### config.mk
export PLATFORM = sky130hd
export DESIGN_NAME = clk_gen_ctrl
export DESIGN_NICKNAME = d
export VERILOG_FILES = /design/src/rtl/clk_gen_ctrl.sv
export SDC_FILE = /design/constraint.sdc
export NUM_CORES = 1
export LEC_CHECK = 0
export ABC_CLOCK_PERIOD_IN_PS = 10370
export CORE_ASPECT_RATIO = 1.25
export CORE_MARGIN = 2
export CORE_UTILIZATION = 55
export CTS_BUF_LIST = sky130_fd_sc_hd__clkbuf_8
export CTS_CLUSTER_SIZE = 12
export DETAILED_ROUTE_END_ITERATION = 7
export GPL_TIMING_DRIVEN = 0
export PLACE_DENSITY = 0.76
export SLEW_MARGIN = 40
export SYNTH_ARGS = -nofsm -noshare
export SYNTH_HDL_FRONTEND = slang
export SYNTH_SLANG_ARGS = --single-unit
### constraint.sdc
create_clock -name clk -period 10.37 [get_ports clk]
set_clock_uncertainty 0.15 [all_clocks]
set_input_delay 2.074 -clock clk [delete_from_list [all_inputs] [get_ports clk]]
set_output_delay 2.074 -clock clk [all_outputs]
set_load 0.01 [all_outputs]
### src/rtl/clk_gen_ctrl.sv
// clk_gen_ctrl
// Divides the system clock into clk_out with an optional LFSR-driven jitter
// on every half-period. New settings arrive on a valid/ready port and are
// applied only on a falling transition of clk_out, so a high/low pair never
// mixes old and new settings.
//
// Ports:
//   clk             system clock, all logic on its rising edge
//   rst             synchronous active-high reset
//   cfg_valid       configuration request
//   cfg_ready       request accepted this cycle when high (low while a switch is pending)
//   cfg_half_period nominal half-period in clk cycles, 0 stops the output
//   cfg_jit         jitter exponent J, 0 disables jitter
//   cfg_done        one-cycle pulse when an accepted configuration takes effect
//   clk_out         generated clock (registered)
//   running         high while generating (RUN or SWITCH)
//   edge_cnt        rising edges of clk_out, wraps modulo 2^16
module clk_gen_ctrl #(
  parameter int          CNT_W     = 16,
  parameter logic [15:0] LFSR_SEED = 16'hACE1
) (
  input  logic             clk,
  input  logic             rst,
  input  logic             cfg_valid,
  output logic             cfg_ready,
  input  logic [CNT_W-1:0] cfg_half_period,
  input  logic [2:0]       cfg_jit,
  output logic             cfg_done,
  output logic             clk_out,
  output logic             running,
  output logic [15:0]      edge_cnt
);

  typedef enum logic [1:0] {IDLE, RUN, SWITCH} state_t;

  localparam logic [CNT_W-1:0] CNT_ONE = CNT_W'(1);

  state_t           state;
  logic [CNT_W-1:0] cnt;
  logic [15:0]      lfsr;
  logic [CNT_W-1:0] act_half;
  logic [2:0]       act_jit;
  logic [CNT_W-1:0] pend_half;
  logic [2:0]       pend_jit;

  logic             xfer;
  logic [15:0]      lfsr_next;
  logic [CNT_W-1:0] eff_req;
  logic [CNT_W-1:0] eff_act;
  logic [CNT_W-1:0] eff_pend;

  // Effective half-period: half + (lf[J-1:0] - 2^(J-1)), evaluated signed with
  // two guard bits and clamped to [1, 2^CNT_W-1]. Only the low byte of the
  // LFSR can contribute since J <= 7 (needs CNT_W >= 6).
  function automatic logic [CNT_W-1:0] calc_eff(
    input logic [CNT_W-1:0] half,
    input logic [2:0]       jit,
    input logic [7:0]       lf
  );
    logic [7:0]              mask;
    logic [7:0]              bias;
    logic signed [CNT_W+1:0] raw_s;
    logic signed [CNT_W+1:0] bias_s;
    logic signed [CNT_W+1:0] sum;
    mask   = (8'd1 << jit) - 8'd1;
    bias   = (jit == 3'd0) ? 8'd0 : (8'd1 << (jit - 3'd1));
    raw_s  = '0;
    raw_s[7:0] = lf & mask;
    bias_s = '0;
    bias_s[7:0] = bias;
    sum = $signed({2'b00, half}) + raw_s - bias_s;
    if (sum < $signed((CNT_W+2)'(1)))
      calc_eff = CNT_ONE;
    else if (sum > $signed({2'b00, {CNT_W{1'b1}}}))
      calc_eff = '1;
    else
      calc_eff = sum[CNT_W-1:0];
  endfunction

  assign cfg_ready = (state != SWITCH);
  assign running   = (state != IDLE);
  assign xfer      = cfg_valid && cfg_ready;

  // Fibonacci LFSR x^16+x^14+x^13+x^11+1 in shift-right form.
  assign lfsr_next = {lfsr[0] ^ lfsr[2] ^ lfsr[3] ^ lfsr[5], lfsr[15:1]};

  always_comb begin
    eff_req  = calc_eff(cfg_half_period, cfg_jit, lfsr[7:0]);
    eff_act  = calc_eff(act_half, act_jit, lfsr[7:0]);
    eff_pend = calc_eff(pend_half, pend_jit, lfsr[7:0]);
  end

  // Every load of the phase counter consumes the current LFSR value and
  // advances it, so each phase gets its own jitter sample.
  always_ff @(posedge clk) begin
    if (rst) begin
      state     <= IDLE;
      cnt       <= '0;
      clk_out   <= 1'b0;
      lfsr      <= LFSR_SEED;
      act_half  <= '0;
      act_jit   <= '0;
      pend_half <= '0;
      pend_jit  <= '0;
      cfg_done  <= 1'b0;
      edge_cnt  <= '0;
    end else begin
      cfg_done <= 1'b0;
      unique case (state)
        IDLE: begin
          clk_out <= 1'b0;
          if (xfer) begin
            cfg_done <= 1'b1;
            if (cfg_half_period != '0) begin
              act_half <= cfg_half_period;
              act_jit  <= cfg_jit;
              cnt      <= eff_req - CNT_ONE;
              lfsr     <= lfsr_next;
              state    <= RUN;
            end
          end
        end
        RUN, SWITCH: begin
          if (cnt != '0) begin
            cnt <= cnt - CNT_ONE;
          end else if (state == SWITCH && clk_out) begin
            // Falling terminal count with a pending config: the low phase
            // that starts here already belongs to the new setting.
            clk_out  <= 1'b0;
            cfg_done <= 1'b1;
            if (pend_half != '0) begin
              act_half <= pend_half;
              act_jit  <= pend_jit;
              cnt      <= eff_pend - CNT_ONE;
              lfsr     <= lfsr_next;
              state    <= RUN;
            end else begin
              cnt   <= '0;
              state <= IDLE;
            end
          end else begin
            clk_out <= ~clk_out;
            cnt     <= eff_act - CNT_ONE;
            lfsr    <= lfsr_next;
            if (!clk_out)
              edge_cnt <= edge_cnt + 16'd1;
          end
          // A request accepted in RUN only latches; a terminal count in the
          // same cycle above still used the old setting.
          if (state == RUN && cfg_valid) begin
            pend_half <= cfg_half_period;
            pend_jit  <= cfg_jit;
            state     <= SWITCH;
          end
        end
        default: state <= IDLE;
      endcase
    end
  end

endmodule

==> flow_summary.toml <==
[worst_setup_path]
arrival_ns = 8.59
critical_path.max_stage_delay_ns = 0.61
cp-end-kind = "flip-flop"
slowest_stage = "o311ai_1"
path_max_fanout = 10
crit-reg2reg-launch = "act_jit[1]$_SDFFE_PP0P_"
critPathKind = "in -> reg"
path_delay_family = "compound AO/OA/AOI/OAI gates"
crit_buf_inv = 7
startpoint_type = "input pin"
required_ns = 10.51
cp-startpoint = "cfg_jit[2]"

[route]
final_antenna_net_count = 0
vias = 10600
first_pass_iters = 7
drcViolationCount = 0
wl_um = 31500
vias_per_cell = 6.26
post_drt_wl_per_cell_um = 18.6
drtIter0Drc = 1005

[global_route]
track_usage_pct = 31.0
grt_pass1_vias = 10000
grt_max_degree = 20
antenna_found_initial = 0
grt_overflow = 0
grt_pass1_wl_um = 49900

[synth]
yosys_most_used_dff = "dfxtp_1"
yosys_warnings = 0
synth-edff-count = 0
yosysUniqueCellTypes = 93
ys_seq_elements = 90
ys_async_sr_fraction_pct = 0
syn_avg_cell_area_um2 = 7.43
syn-instance-count = 1408
ys_seq_area_share_pct = 17.2
syn-cell-area_mm2 = 0.0105

[sta]
fmax_mhz = 118
period_needed_ns = 8.45
rsz0062_at_grt = "no"
slew_violations = 0
finalSetupViolations = 0
post-route-period-util_pct = 81.5
tightest_slew_ns = 0.849
tns_ns = 0
relSlewSlack_pct = 43.4
finalHoldViolations = 0

[clock_tree]
htree_levels = 3
cts-root-buf = "clkbuf_8"
cts_buffers = 9
clk_pin_slew_ns = 0.11
ctsResizeCount = 0
clock_latency_ns = 0.39
clock_sinks = 90
cts_buffer_depth = 2
cts_setup_buffers = 0
cts_tree = "yes"
hold_buffers = 0

[die]
num_io_pins = 42
core_area_mm2 = 0.0187
dieHeight_um = 158
start_util_pct = 55.9
die_w_um = 127
dieArea_mm2 = 0.0201
num_rows = 56

[status]
outcome = "completed"

[placed_design]
dpl.hpwl_um = 25400
place_congestion = 0.973
port_buffers = 39

[worst_hold_path]
min_path_type = "reg -> reg"
hold_start = "pend_half[7]$_SDFFE_PP0P_"

[final_layout]
area_growth_pct = 8.54
final_common_cell = "nand2_1"
drive_gt1_share_pct = 4.98
fillCellCount = 1756
nets = 1587
final_cell_mix = "151 x nand2_1, 133 x inv_1, 128 x nor2_1"
diodes = 0

[job]
maxCapViolations = 0
[Yosys cell counts, drive strengths merged (13+ instances only)]
master  number  share of area (%)
xnor2       43                3.7
ha          81                9.7
o21ai       62                3.0
nand2b      22                1.3
dfxtp       90                 17
nand3       40                1.9
buf         14               0.71
fa          24                4.6
mux2i       42                4.1
inv        133                4.8
a211oi      36                2.6
a21o        23                1.7
and3        27                1.6
a21oi       86                4.3
xor2        32                2.8
clkbuf      42                1.5
nor2       129                4.7
a31oi       20                1.2
nor2b       15               0.90
nand4       13               0.90
nor3        34                1.7
and2        25                1.5
o211ai      17                1.2
nand2      151                5.4
or3         14               0.84
[cell families (layout without fill, tap and decap cells)]
kind of cell / count (synthesis) / count (layout) / share of synthesized area [%]
adder cells (fa/ha/maj): 105 / 105 / 14.3
AO/OA/AOI/OAI: 375 / 375 / 25.2
multiplexers: 42 / 42 / 4.14
buffers and inverters: 189 / 244 / 7.00
other: 1 / 3 / 0.0358
AND/OR/NAND/NOR: 531 / 531 / 25.7
flip-flops: 90 / 90 / 17.2
XOR/XNOR: 75 / 75 / 6.42
[metrics by stage]
step	setup slack, ns	hold WS (ns)	util (%)	area, µm²	std cells
global placement	1.65	0.305	59.6	11100	1681
finish	1.92	0.328	60.7	11400	1697
floorplan	2.88	0.291	-	10500	1410
global route	1.39	0.357	60.7	11400	1697
detailed placement	1.60	0.312	59.6	11100	1681
CTS	2.01	0.328	60.7	11400	1697
[path summary, 6_finish.rpt]
check,to,depth (start not counted),slack [ns]
hold reg to reg,pend_half[7]$_SDFFE_PP0P_,2,0.33
setup reg to reg,cnt[10]$_SDFFE_PP0P_,27,3.41
hold / removal,pend_half[7]$_SDFFE_PP0P_,2,0.33
setup / recovery,cnt[8]$_SDFFE_PP0P_,26,1.92
[layout make-up]
cell class                 instances  area [µm²]  share of cell area, %
buffer                            56         233                   2.05
timing repair buffer              39         390                   3.44
multi-input combinational       1131        7940                   69.9
sequential                        90        1800                   15.9
clock inverter                     7        81.3                  0.716
inverter                         133         499                   4.40
tap                              232         290                   2.56
clock buffer                       9         124                   1.09
[worst min-delay path, cell delays in order (launching register included)]
cell and delay, ns:
dfxtp_1 0.34, nand2_1 0.05, a21oi_1 0.05
[routing by layer]
layer  track usage [%]  share of wire, %  vias up
li1                  -                 -     5147
met1              37.0                41     5017
met2              56.9                50      374
met3              3.14               5.3       78
met4              11.8               3.7        0
met5                 0                 0        -
[sequential cells by signal, indices dropped and copies added, names as in the netlist, 2 cells and up]
signal and cells:
cnt 16, act_half 16, pend_jit 3, pend_half 16
edge_cnt 16, lfsr 16, state 2, act_jit 3
Power is left out: the tool's default activity adds up to more than one toggle a clock period on the data nets, which glitch-free logic cannot reach.
